## config.mk

```make
export PLATFORM = sky130hd
export DESIGN_NAME = uart_tx_buffered
export DESIGN_NICKNAME = d
export VERILOG_FILES = /design/src/rtl/fda_uart_pkg.sv /design/src/rtl/fda_sync_fifo.sv /design/src/rtl/uart_tx_buffered.sv
export SDC_FILE = /design/constraint.sdc
export NUM_CORES = 1
export LEC_CHECK = 0
export ABC_CLOCK_PERIOD_IN_PS = 4200
export BUFFER_PORTS_ARGS = -buffer_cell sky130_fd_sc_hd__buf_4
export CAP_MARGIN = 10
export CORE_UTILIZATION = 61
export CTS_CLUSTER_SIZE = 8
export DETAILED_ROUTE_END_ITERATION = 16
export PLACE_DENSITY_LB_ADDON = 0.05
export SLEW_MARGIN = 20
export SYNTH_ARGS = -nofsm -noshare
export SYNTH_HDL_FRONTEND = slang
export SYNTH_SLANG_ARGS = --single-unit
```

## constraint.sdc

```tcl
create_clock -name clk -period 4.2 [get_ports clk]
set_clock_uncertainty 0.1 [all_clocks]
set_input_delay 0.63 -clock clk [delete_from_list [all_inputs] [get_ports clk]]
set_output_delay 0.63 -clock clk [all_outputs]
set_load 0.01 [all_outputs]
```

## src/rtl/fda_uart_pkg.sv

```systemverilog
// Shared definitions for the buffered UART transmitter: FSM state encoding,
// data width, frame-length constants and a small parity helper.
package fda_uart_pkg;

  localparam int DATA_BITS      = 8;
  localparam int BIT_IDX_W      = $clog2(DATA_BITS);
  // Frame lengths in bit slots: start + data + [parity] + stop.
  localparam int FRAME_BITS_8N1 = 1 + DATA_BITS + 1;
  localparam int FRAME_BITS_8E1 = 1 + DATA_BITS + 1 + 1;
  localparam int SLOT_W         = $clog2(FRAME_BITS_8E1);

  typedef enum logic [2:0] {
    ST_IDLE   = 3'd0,
    ST_START  = 3'd1,
    ST_DATA   = 3'd2,
    ST_PARITY = 3'd3,
    ST_STOP   = 3'd4
  } tx_state_e;

  // Observation bundle: current state, data bit index and the bit slot of
  // the frame currently being driven (0 = start bit).
  typedef struct packed {
    tx_state_e             state;
    logic [BIT_IDX_W-1:0]  bit_idx;
    logic [SLOT_W-1:0]     frame_slot;
  } tx_dbg_t;

  // Even parity: the parity bit makes the total count of ones even.
  function automatic logic even_parity(input logic [DATA_BITS-1:0] d);
    return ^d;
  endfunction

endpackage

```

## src/rtl/fda_sync_fifo.sv

```systemverilog
// Single-clock FIFO with an extra pointer bit for full/empty detection.
// A push while full is accepted only if a pop happens in the same cycle;
// a pop while empty is ignored.
module fda_sync_fifo #(
  parameter int WIDTH      = 8,
  parameter int DEPTH_LOG2 = 4
) (
  input  logic                  clk,
  input  logic                  rst_n,
  input  logic                  push,
  input  logic [WIDTH-1:0]      push_data,
  input  logic                  pop,
  output logic [WIDTH-1:0]      pop_data,
  output logic                  full,
  output logic                  empty,
  output logic [DEPTH_LOG2:0]   count
);

  localparam int DEPTH = 1 << DEPTH_LOG2;

  logic [DEPTH_LOG2:0] wr_ptr_q, wr_ptr_d;
  logic [DEPTH_LOG2:0] rd_ptr_q, rd_ptr_d;
  logic [WIDTH-1:0]    mem_q [DEPTH];
  logic                wr_en;
  logic                rd_en;

  // Status flags and pointer advance; pointers wrap naturally modulo 2*DEPTH.
  always_comb begin
    empty    = (wr_ptr_q == rd_ptr_q);
    full     = ((wr_ptr_q ^ rd_ptr_q) == {1'b1, {DEPTH_LOG2{1'b0}}});
    count    = wr_ptr_q - rd_ptr_q;
    rd_en    = pop && !empty;
    wr_en    = push && (!full || rd_en);
    wr_ptr_d = wr_en ? wr_ptr_q + 1'b1 : wr_ptr_q;
    rd_ptr_d = rd_en ? rd_ptr_q + 1'b1 : rd_ptr_q;
    pop_data = mem_q[rd_ptr_q[DEPTH_LOG2-1:0]];
  end

  // Pointer registers.
  always_ff @(posedge clk or negedge rst_n) begin
    if (!rst_n) begin
      wr_ptr_q <= '0;
      rd_ptr_q <= '0;
    end else begin
      wr_ptr_q <= wr_ptr_d;
      rd_ptr_q <= rd_ptr_d;
    end
  end

  // Storage; contents are meaningless until written, so no reset is needed.
  always_ff @(posedge clk) begin
    if (wr_en) mem_q[wr_ptr_q[DEPTH_LOG2-1:0]] <= push_data;
  end

endmodule

```

## src/rtl/uart_tx_buffered.sv

```systemverilog
// Buffered UART transmitter. Bytes written with a one-cycle txDataWr strobe
// are queued in a FIFO and sent LSB first as 8N1 frames (8E1 when the
// UART_TX_PARITY_EN macro is defined). Consecutive frames are sent without
// an idle gap. Writes that find the FIFO full are dropped and latch overflow.
//
// Handshake: there is no ready; a byte is taken whenever txDataWr=1 and the
// FIFO is not full (or is full but pops in that same cycle). Otherwise it is
// dropped and the sticky overflow flag is set.
module uart_tx_buffered
  import fda_uart_pkg::*;
#(
  parameter int CLKS_PER_BIT    = 868,
  parameter int FIFO_DEPTH_LOG2 = 4
) (
  input  logic                       clk,
  input  logic                       rstN,
  input  logic [7:0]                 txData,
  input  logic                       txDataWr,
  input  logic                       clrOverflow,
  output logic                       txSerial,
  output logic                       txBusy,
  output logic                       fifoFull,
  output logic [FIFO_DEPTH_LOG2:0]   fifoCount,
  output logic                       overflow,
  output tx_dbg_t                    txDbg
);

  localparam int BAUD_W = (CLKS_PER_BIT > 1) ? $clog2(CLKS_PER_BIT) : 1;
  localparam logic [BAUD_W-1:0]    BAUD_LAST = BAUD_W'(CLKS_PER_BIT - 1);
  localparam logic [BIT_IDX_W-1:0] BIT_LAST  = BIT_IDX_W'(DATA_BITS - 1);
`ifdef UART_TX_PARITY_EN
  localparam int FRAME_BITS = FRAME_BITS_8E1;
`else
  localparam int FRAME_BITS = FRAME_BITS_8N1;
`endif

  tx_state_e            state_q, state_d;
  logic [BAUD_W-1:0]    baud_q, baud_d;
  logic [BIT_IDX_W-1:0] bit_idx_q, bit_idx_d;
  logic [7:0]           shift_q, shift_d;
  logic                 tx_serial_q, tx_serial_d;
  logic                 busy_q, busy_d;
  logic                 overflow_q, overflow_d;
`ifdef UART_TX_PARITY_EN
  logic                 parity_q, parity_d;
`endif

  logic                     bit_done;
  logic                     fifo_pop;
  logic [7:0]               fifo_dout;
  logic                     fifo_full;
  logic                     fifo_empty;
  logic [FIFO_DEPTH_LOG2:0] fifo_count;
  logic                     wr_drop;

  fda_sync_fifo #(
    .WIDTH      (8),
    .DEPTH_LOG2 (FIFO_DEPTH_LOG2)
  ) u_fifo (
    .clk       (clk),
    .rst_n     (rstN),
    .push      (txDataWr),
    .push_data (txData),
    .pop       (fifo_pop),
    .pop_data  (fifo_dout),
    .full      (fifo_full),
    .empty     (fifo_empty),
    .count     (fifo_count)
  );

  assign bit_done = (baud_q == BAUD_LAST);
  assign wr_drop  = txDataWr && fifo_full && !fifo_pop;

  // Next-state logic: baud timing, bit sequencing and FIFO pops.
  always_comb begin
    state_d   = state_q;
    baud_d    = baud_q;
    bit_idx_d = bit_idx_q;
    shift_d   = shift_q;
    fifo_pop  = 1'b0;
`ifdef UART_TX_PARITY_EN
    parity_d  = parity_q;
`endif
    if (state_q != ST_IDLE) baud_d = bit_done ? '0 : baud_q + 1'b1;
    case (state_q)
      ST_IDLE: begin
        baud_d = '0;
        if (!fifo_empty) begin
          fifo_pop = 1'b1;
          shift_d  = fifo_dout;
`ifdef UART_TX_PARITY_EN
          parity_d = even_parity(fifo_dout);
`endif
          state_d  = ST_START;
        end
      end
      ST_START: begin
        if (bit_done) begin
          state_d   = ST_DATA;
          bit_idx_d = '0;
        end
      end
      ST_DATA: begin
        if (bit_done) begin
          shift_d = {1'b0, shift_q[7:1]};
          if (bit_idx_q == BIT_LAST) begin
`ifdef UART_TX_PARITY_EN
            state_d = ST_PARITY;
`else
            state_d = ST_STOP;
`endif
          end else begin
            bit_idx_d = bit_idx_q + 1'b1;
          end
        end
      end
`ifdef UART_TX_PARITY_EN
      ST_PARITY: begin
        if (bit_done) state_d = ST_STOP;
      end
`endif
      ST_STOP: begin
        // Chain the next frame straight from the last stop cycle.
        if (bit_done) begin
          if (!fifo_empty) begin
            fifo_pop = 1'b1;
            shift_d  = fifo_dout;
`ifdef UART_TX_PARITY_EN
            parity_d = even_parity(fifo_dout);
`endif
            state_d  = ST_START;
          end else begin
            state_d  = ST_IDLE;
          end
        end
      end
      default: state_d = ST_IDLE;
    endcase
  end

  // Line level, busy and sticky overflow; all registered so the pin is glitch-free.
  always_comb begin
    tx_serial_d = 1'b1;
    case (state_q)
      ST_START:  tx_serial_d = 1'b0;
      ST_DATA:   tx_serial_d = shift_q[0];
`ifdef UART_TX_PARITY_EN
      ST_PARITY: tx_serial_d = parity_q;
`endif
      default:   tx_serial_d = 1'b1;
    endcase
    busy_d     = (state_q != ST_IDLE) || !fifo_empty;
    // A drop in the same cycle as a clear keeps the flag set.
    overflow_d = wr_drop ? 1'b1 : (clrOverflow ? 1'b0 : overflow_q);
  end

  // State registers; reset drops any partial frame and forces the line idle.
  always_ff @(posedge clk or negedge rstN) begin
    if (!rstN) begin
      state_q     <= ST_IDLE;
      baud_q      <= '0;
      bit_idx_q   <= '0;
      shift_q     <= '0;
      tx_serial_q <= 1'b1;
      busy_q      <= 1'b0;
      overflow_q  <= 1'b0;
`ifdef UART_TX_PARITY_EN
      parity_q    <= 1'b0;
`endif
    end else begin
      state_q     <= state_d;
      baud_q      <= baud_d;
      bit_idx_q   <= bit_idx_d;
      shift_q     <= shift_d;
      tx_serial_q <= tx_serial_d;
      busy_q      <= busy_d;
      overflow_q  <= overflow_d;
`ifdef UART_TX_PARITY_EN
      parity_q    <= parity_d;
`endif
    end
  end

  // Debug view of the FSM position within the frame.
  always_comb begin
    txDbg.state      = state_q;
    txDbg.bit_idx    = bit_idx_q;
    txDbg.frame_slot = '0;
    case (state_q)
      ST_DATA:   txDbg.frame_slot = SLOT_W'(1) + SLOT_W'(bit_idx_q);
      ST_PARITY: txDbg.frame_slot = SLOT_W'(FRAME_BITS_8N1 - 1);
      ST_STOP:   txDbg.frame_slot = SLOT_W'(FRAME_BITS - 1);
      default:   txDbg.frame_slot = '0;
    endcase
  end

  assign txSerial  = tx_serial_q;
  assign txBusy    = busy_q;
  assign fifoFull  = fifo_full;
  assign fifoCount = fifo_count;
  assign overflow  = overflow_q;

endmodule

```

# Yosys cells after proc, flatten, opt, wreduce, memory -nomap -nowiden

Memories as Yosys holds them, arrays and structs flattened.
Index checks and enable logic that the tools add are counted.

$add $sub $neg: 6
$mul: 0
Div/mod/pow operators: 0
Order comparisons: 0
Equality and inequality tests: 14
Shift operators: 0
Multiplexer cells: 27
Bitwise logic cells: 1
Reduce and logical (&&, ||, !) cells: 19

Operators with widths:

| kind                                                            | count |
|---|---|
| 10-bit two-way mux                                              | 3 |
| 3-bit two-way mux                                               | 8 |
| 8-bit two-way mux                                               | 3 |
| 8-bit case mux with 3 select lines                              | 1 |
| 2-bit inequality test, second input constant                    | 6 |
| 3-bit case mux with 4 select lines                              | 1 |
| 10-bit by 1-bit adder with 10-bit output, second input constant | 1 |
| 5-bit by 1-bit adder with 5-bit output, second input constant   | 2 |
| 10-bit == test, second input constant                           | 1 |
| 4-bit case mux with 2 select lines                              | 1 |
| 1-bit two-way mux                                               | 7 |
| 3-bit by 2-bit == test with 1-bit output, second input constant | 2 |
| 3-bit == test, second input constant                            | 2 |
| 3-bit case mux with 2 select lines                              | 1 |
| 2-bit nonzero test                                              | 3 |
| 3-bit nonzero test                                              | 2 |
| 5-bit == test                                                   | 1 |
| 5-bit == test, second input constant                            | 1 |
| 5-bit AND reduction                                             | 1 |
| 5-bit subtractor                                                | 1 |
| 5-bit XOR                                                       | 1 |
| 1-bit by 3-bit adder with 4-bit output, first input constant    | 1 |
| 1-bit logical AND                                               | 4 |
| 1-bit case mux with 2 select lines                              | 2 |
| other kinds (8)                                                 | 11 |

Register bits after elaboration: 37
Latch bits: 0
Memory bits (writable): 128
Memory bits (read-only): 0
Logic and storage cells: 77
Memories kept: 1

Memory list:

| memory       | words | width | rd ports | clocked after memory_dff | wr ports | line                | RTL |
|---|---|---|---|---|---|---|---|
| u_fifo.mem_q | 16    | 8     | 1        | 0                        | 1        | fda_sync_fifo.sv:23 | `logic [WIDTH-1:0] mem_q [DEPTH];` |

# Longest topological paths before layout

Word-level depth: 9
Mapped depth: 10
Depth with buffers taken out: 7

# Hierarchy

A second synthesis with hierarchy kept.

Cells, all modules: 416
Area total of the unflattened synthesis: 7025.5 um2

By module, submodules not included:

| module           | instances | cells each | area an instance (um2) | seq. area each (um2) |
|---|---|---|---|---|
| fda_sync_fifo    | 1         | 295        | 5662.9                 | 4093.9 |
| uart_tx_buffered | 1         | 121        | 1362.6                 | 676.9 |

# Worst setup path before layout

Ideal clock, no wire load.

Kind: reg-to-reg
Start point: register u_fifo.rd_ptr_q[2]
End point: memory u_fifo.mem_q[10][0] (enable)
Library setup time: 0.383 ns
Data arrival time: 2.659 ns
Setup slack: 1.057 ns
Stages on the path, launching flop included: 11
Clock period less this slack: 3.143 ns
Path through: dfrtp_1 > buf_2 > buf_2 > inv_1 > ha_1 > and4_1 > nor2b_1 > a21boi_1 > buf_6 > buf_2 > nor3_1

Elaborated cells on any way between the ends: 13

RTL lines:

| item                                    | line                   | RTL |
|---|---|---|
| start, declared                         | fda_sync_fifo.sv:22    | `logic [DEPTH_LOG2:0] rd_ptr_q, rd_ptr_d;` |
| start signal, assigned                  | fda_sync_fifo.sv:46    | `rd_ptr_q <= rd_ptr_d;` |
| 5-bit XOR                               | fda_sync_fifo.sv:30    | `full = ((wr_ptr_q ^ rd_ptr_q) == {1'b1, {DEPTH_LOG2{1'b0}}});` |
| 5-bit == test                           | fda_sync_fifo.sv:30    |  |
| net fifoFull                            | uart_tx_buffered.sv:22 | `output logic fifoFull,` |
| 1-bit logical NOT                       | fda_sync_fifo.sv:33    | `wr_en = push && (!full \|\| rd_en);` |
| 1-bit logical OR                        | fda_sync_fifo.sv:33    |  |
| 1-bit logical AND                       | fda_sync_fifo.sv:33    |  |
| 1-bit two-way mux                       | fda_sync_fifo.sv:52    | `if (wr_en) mem_q[wr_ptr_q[DEPTH_LOG2-1:0]] <= push_data;` |
| 1-bit two-way mux (not written as such) | fda_sync_fifo.sv:52    |  |
| end, declared                           | fda_sync_fifo.sv:23    |  |

The timed path passes the listed nets, and every way through them passes these cells.

# Worst setup path in the final report

Start point: register u_fifo.rd_ptr_q[3]
End point: memory u_fifo.mem_q[7][3] (enable)

Word-level cells in the longest chain between the ends: 9
Elaborated cells on any way between the ends: 13

Ends and longest elaborated chain:

| item                                      | line                                            | RTL |
|---|---|---|
| 5-bit == test                             | fda_sync_fifo.sv:29                             | `empty = (wr_ptr_q == rd_ptr_q);` |
| 1-bit two-way mux                         | uart_tx_buffered.sv:88, uart_tx_buffered.sv:125 |  |
| 1-bit two-way mux                         | uart_tx_buffered.sv:124                         | `if (bit_done) begin` |
| 1-bit case mux with 2 select lines        | uart_tx_buffered.sv:85                          | `case (state_q)` |
| 1-bit logical AND                         | fda_sync_fifo.sv:32                             | `rd_en = pop && !empty;` |
| 1-bit logical OR *                        | fda_sync_fifo.sv:33                             |  |
| 1-bit logical AND *                       | fda_sync_fifo.sv:33                             |  |
| 1-bit two-way mux *                       | fda_sync_fifo.sv:52                             |  |
| 1-bit two-way mux (not written as such) * | fda_sync_fifo.sv:52                             |  |

Every way passes the cells marked *; elsewhere a longest branch is shown, timed or not.

==> run metrics <==
met1 wire length 6000 µm; antenna violations before repair 1; post-synth top area cell edfxtp_1; worst skew pair latency 0.44 ns; Synth top area share 0.545; number of DRC markers in iteration 0 325; root buffer cell clkbuf_16; # IOs 31; clock sink count 165; Final ANT Viol Nets 0; dpl ws 0.987 ns; core region area 11000 µm²; largest net degree at the start of global routing 45; drc violations 0; synth top area cells edfxtp_1, dfrtp_1, mux4_2; Slowest-stage cell, CP nor3_1; DR pass1 iterations 4; cts hold-fix bufs 0; WL met3 909 µm; share of cells above drive strength 1 0.248; Row Count 38; peak supply drop 0.584 mV; Main synth FF type edfxtp_1; Initial Util 0.640; via count 3924; setup TNS 0 ns; CTS tree built; Layout area overhead 13.4%; Ant. Diodes 0; worst hold slack 0.0480 ns; first-pass GRT wire length 21700 µm; syn_nets 476; All-Layer GR Usage 0.265; Worst Tran Pin Value 1.03 ns; FILL cells 735; pwr dens 658 nW/µm²; clk slew on worst S/H paths 0.06 ns; leak pwr 2.85 nW; post-route minimum period 3.20 ns; Die X 110 µm; top-count cell post-synth edfxtp_1; top sig layer met5; relative max-transition margin 0.306; CTS Buf Count 17; crit-path max FO 20; grt ovf 0; Clock Tree Buf Depth 2; Crit. Startpoint u_fifo.rd_ptr_q[3]; nets 512; Synth async-reset ratio 0.224; Post-synth top cells edfxtp_1, dfrtp_1, nand2_1; status complete, no violations; Hold Path Class in2async; crit path cell chain inv_1 > ha_1 > and4_1 > nor2b_1 > a21boi_1 > buf_4 > nor3_1; critical path capture point type flip-flop; Slowest Stage Delay on Critical Path 0.86 ns; Cell variety after synth 53; max cap viols 0; sequential fraction of the synthesis area 0.676; setup slack, reg-to-reg 1.00 ns; Post-CTS Setup Bufs 0; placed cells 608; routed wl met2 6780 µm; Reg2Reg Launch Point u_fifo.rd_ptr_q[3]; hpwl dp 9380 µm; critical setup path kind reg2reg; number of vias per cell 6.13; Final Max Slew Viols 0; cell area after synthesis 7060 µm²; Routed WL per cell 21.9 µm; Non-Filler Instances 640; Worst EP arrival 3.15 ns; R2R Path End u_fifo.mem_q[7][3]; PortBufs 30; setup repair after global routing missed its margin false; die area 12000 µm²; post-synthesis register bit count 165; worst reg-to-reg path cell count 7; Syn. warnings 0; Worst Setup EP u_fifo.mem_q[7][3]; Mapped Cells 451; Avg Cell Area, Syn 15.6 µm²; EDFF count, synth 128; CP required 4.16 ns; Final setup viols 0; final core occ 0.725; setup ws final 1.00 ns; Max Fclk 313 MHz; post-cts resize count 0; Startpoint Class flip-flop; share of the clock period used by the worst path 0.761; CTS H-tree depth 4; Hold Fails Final Rpt 0; Die Ht 110 µm; vias in the first global route 3866; WL final 14000 µm; routability cong. 0.874
-- worst max-delay path, delay by kind of cell (launching register included) --
kind	cells	cell delay [ns]
compound gates	1	0.15
fa+ha+maj	1	0.35
buf+inv	2	0.36
flops	1	0.59
simple gates	3	1.26
-- how the worst min path moves through the flow --
stage          slack, ns       start         end
2_1_floorplan       0.23        rstN   baud_q[0]
3_3_place_gp        0.36  shift_q[3]  shift_q[3]
3_5_place_dp        0.36  shift_q[3]  shift_q[3]
4_1_cts             0.05        rstN   baud_q[5]
5_1_grt             0.08        rstN   baud_q[5]
6_report            0.05        rstN   baud_q[5]
-- area by class of cell --
type                    instances  area, µm²  share of cell area
flip-flops and latches        165       4770               0.596
inverters                      12       45.0             0.00563
repair buffers                 41        308              0.0385
multi-input cells             250       2130               0.266
clock inverters                14        144              0.0180
clock buffers                  18        429              0.0536
well taps                     140        175              0.0219
-- through the flow --
stage,instance area (µm²),power [mW]
floorplan,7060,3.32
global placement,7400,3.79
detailed placement,7400,3.81
CTS,7980,5.29
global route,8000,5.53
finish,8000,5.26
-- where the power goes --
part	internal (mW)	total [mW]	switching (mW)
sequential	2.01	2.15	0.142
combinational	0.743	1.63	0.883
clock	0.831	1.49	0.656
-- logic make-up (layout without fill, tap and decap cells) --
logic type	after synthesis	after routing	share of synthesized area
buf+inv	36	85	0.0261
fa+ha+maj	13	13	0.0241
xor+xnor	20	20	0.0259
simple gates	115	115	0.0839
flops	165	165	0.676
mux	48	48	0.112
compound gates	54	54	0.0523
-- state kept, by name, summed over array words and instances, names as in the netlist --
| name | cells |
|---|---|
| u_fifo.mem_q | 128 |
| overflow | 1 |
| bit_idx_q | 3 |
| state_q | 3 |
| txSerial | 1 |
| u_fifo.rd_ptr_q | 5 |
| baud_q | 10 |
| shift_q | 8 |
| u_fifo.wr_ptr_q | 5 |
| txBusy | 1 |
-- cells in the final DEF, fill, tap and decap left out, types with 2 or more instances in the layout --
cell / Yosys / routed
a211oi_1: 2 / 2
a21o_1: 2 / 2
a21oi_1: 6 / 6
a22o_1: 3 / 3
a22oi_1: 6 / 6
a31oi_1: 3 / 3
and2_1: 2 / 2
and3_1: 5 / 5
buf_4: 7 / 41
clkbuf_16: 0 / 17
clkinv_4: 0 / 4
clkinvlp_4: 0 / 4
dfrtp_1: 36 / 35
edfxtp_1: 128 / 128
ha_1: 12 / 12
inv_1: 12 / 12
inv_6: 0 / 3
inv_8: 0 / 2
mux2_2: 16 / 16
mux2i_1: 9 / 9
mux4_2: 23 / 23
nand2_1: 34 / 34
nand2b_1: 8 / 8
nand3_1: 8 / 8
nand3b_1: 3 / 3
nand4_1: 3 / 3
nor2_1: 15 / 15
nor2b_1: 4 / 4
nor3_1: 21 / 16
nor3_2: 0 / 5
nor4_1: 2 / 2
o2111ai_1: 6 / 6
o21ai_0: 16 / 16
o21ai_1: 2 / 2
or3_1: 3 / 3
xnor2_1: 15 / 15
xor2_1: 4 / 4
-- routing by layer --
| layer | vias up | global-route usage |
|---|---|---|
| met3 | 24 | 0.0782 |
| met1 | 1960 | 0.361 |
| met5 | - | 0 |
| met4 | 2 | 0.110 |
| met2 | 145 | 0.403 |
| li1 | 1793 | - |
(Power assumes the default switching activity.)
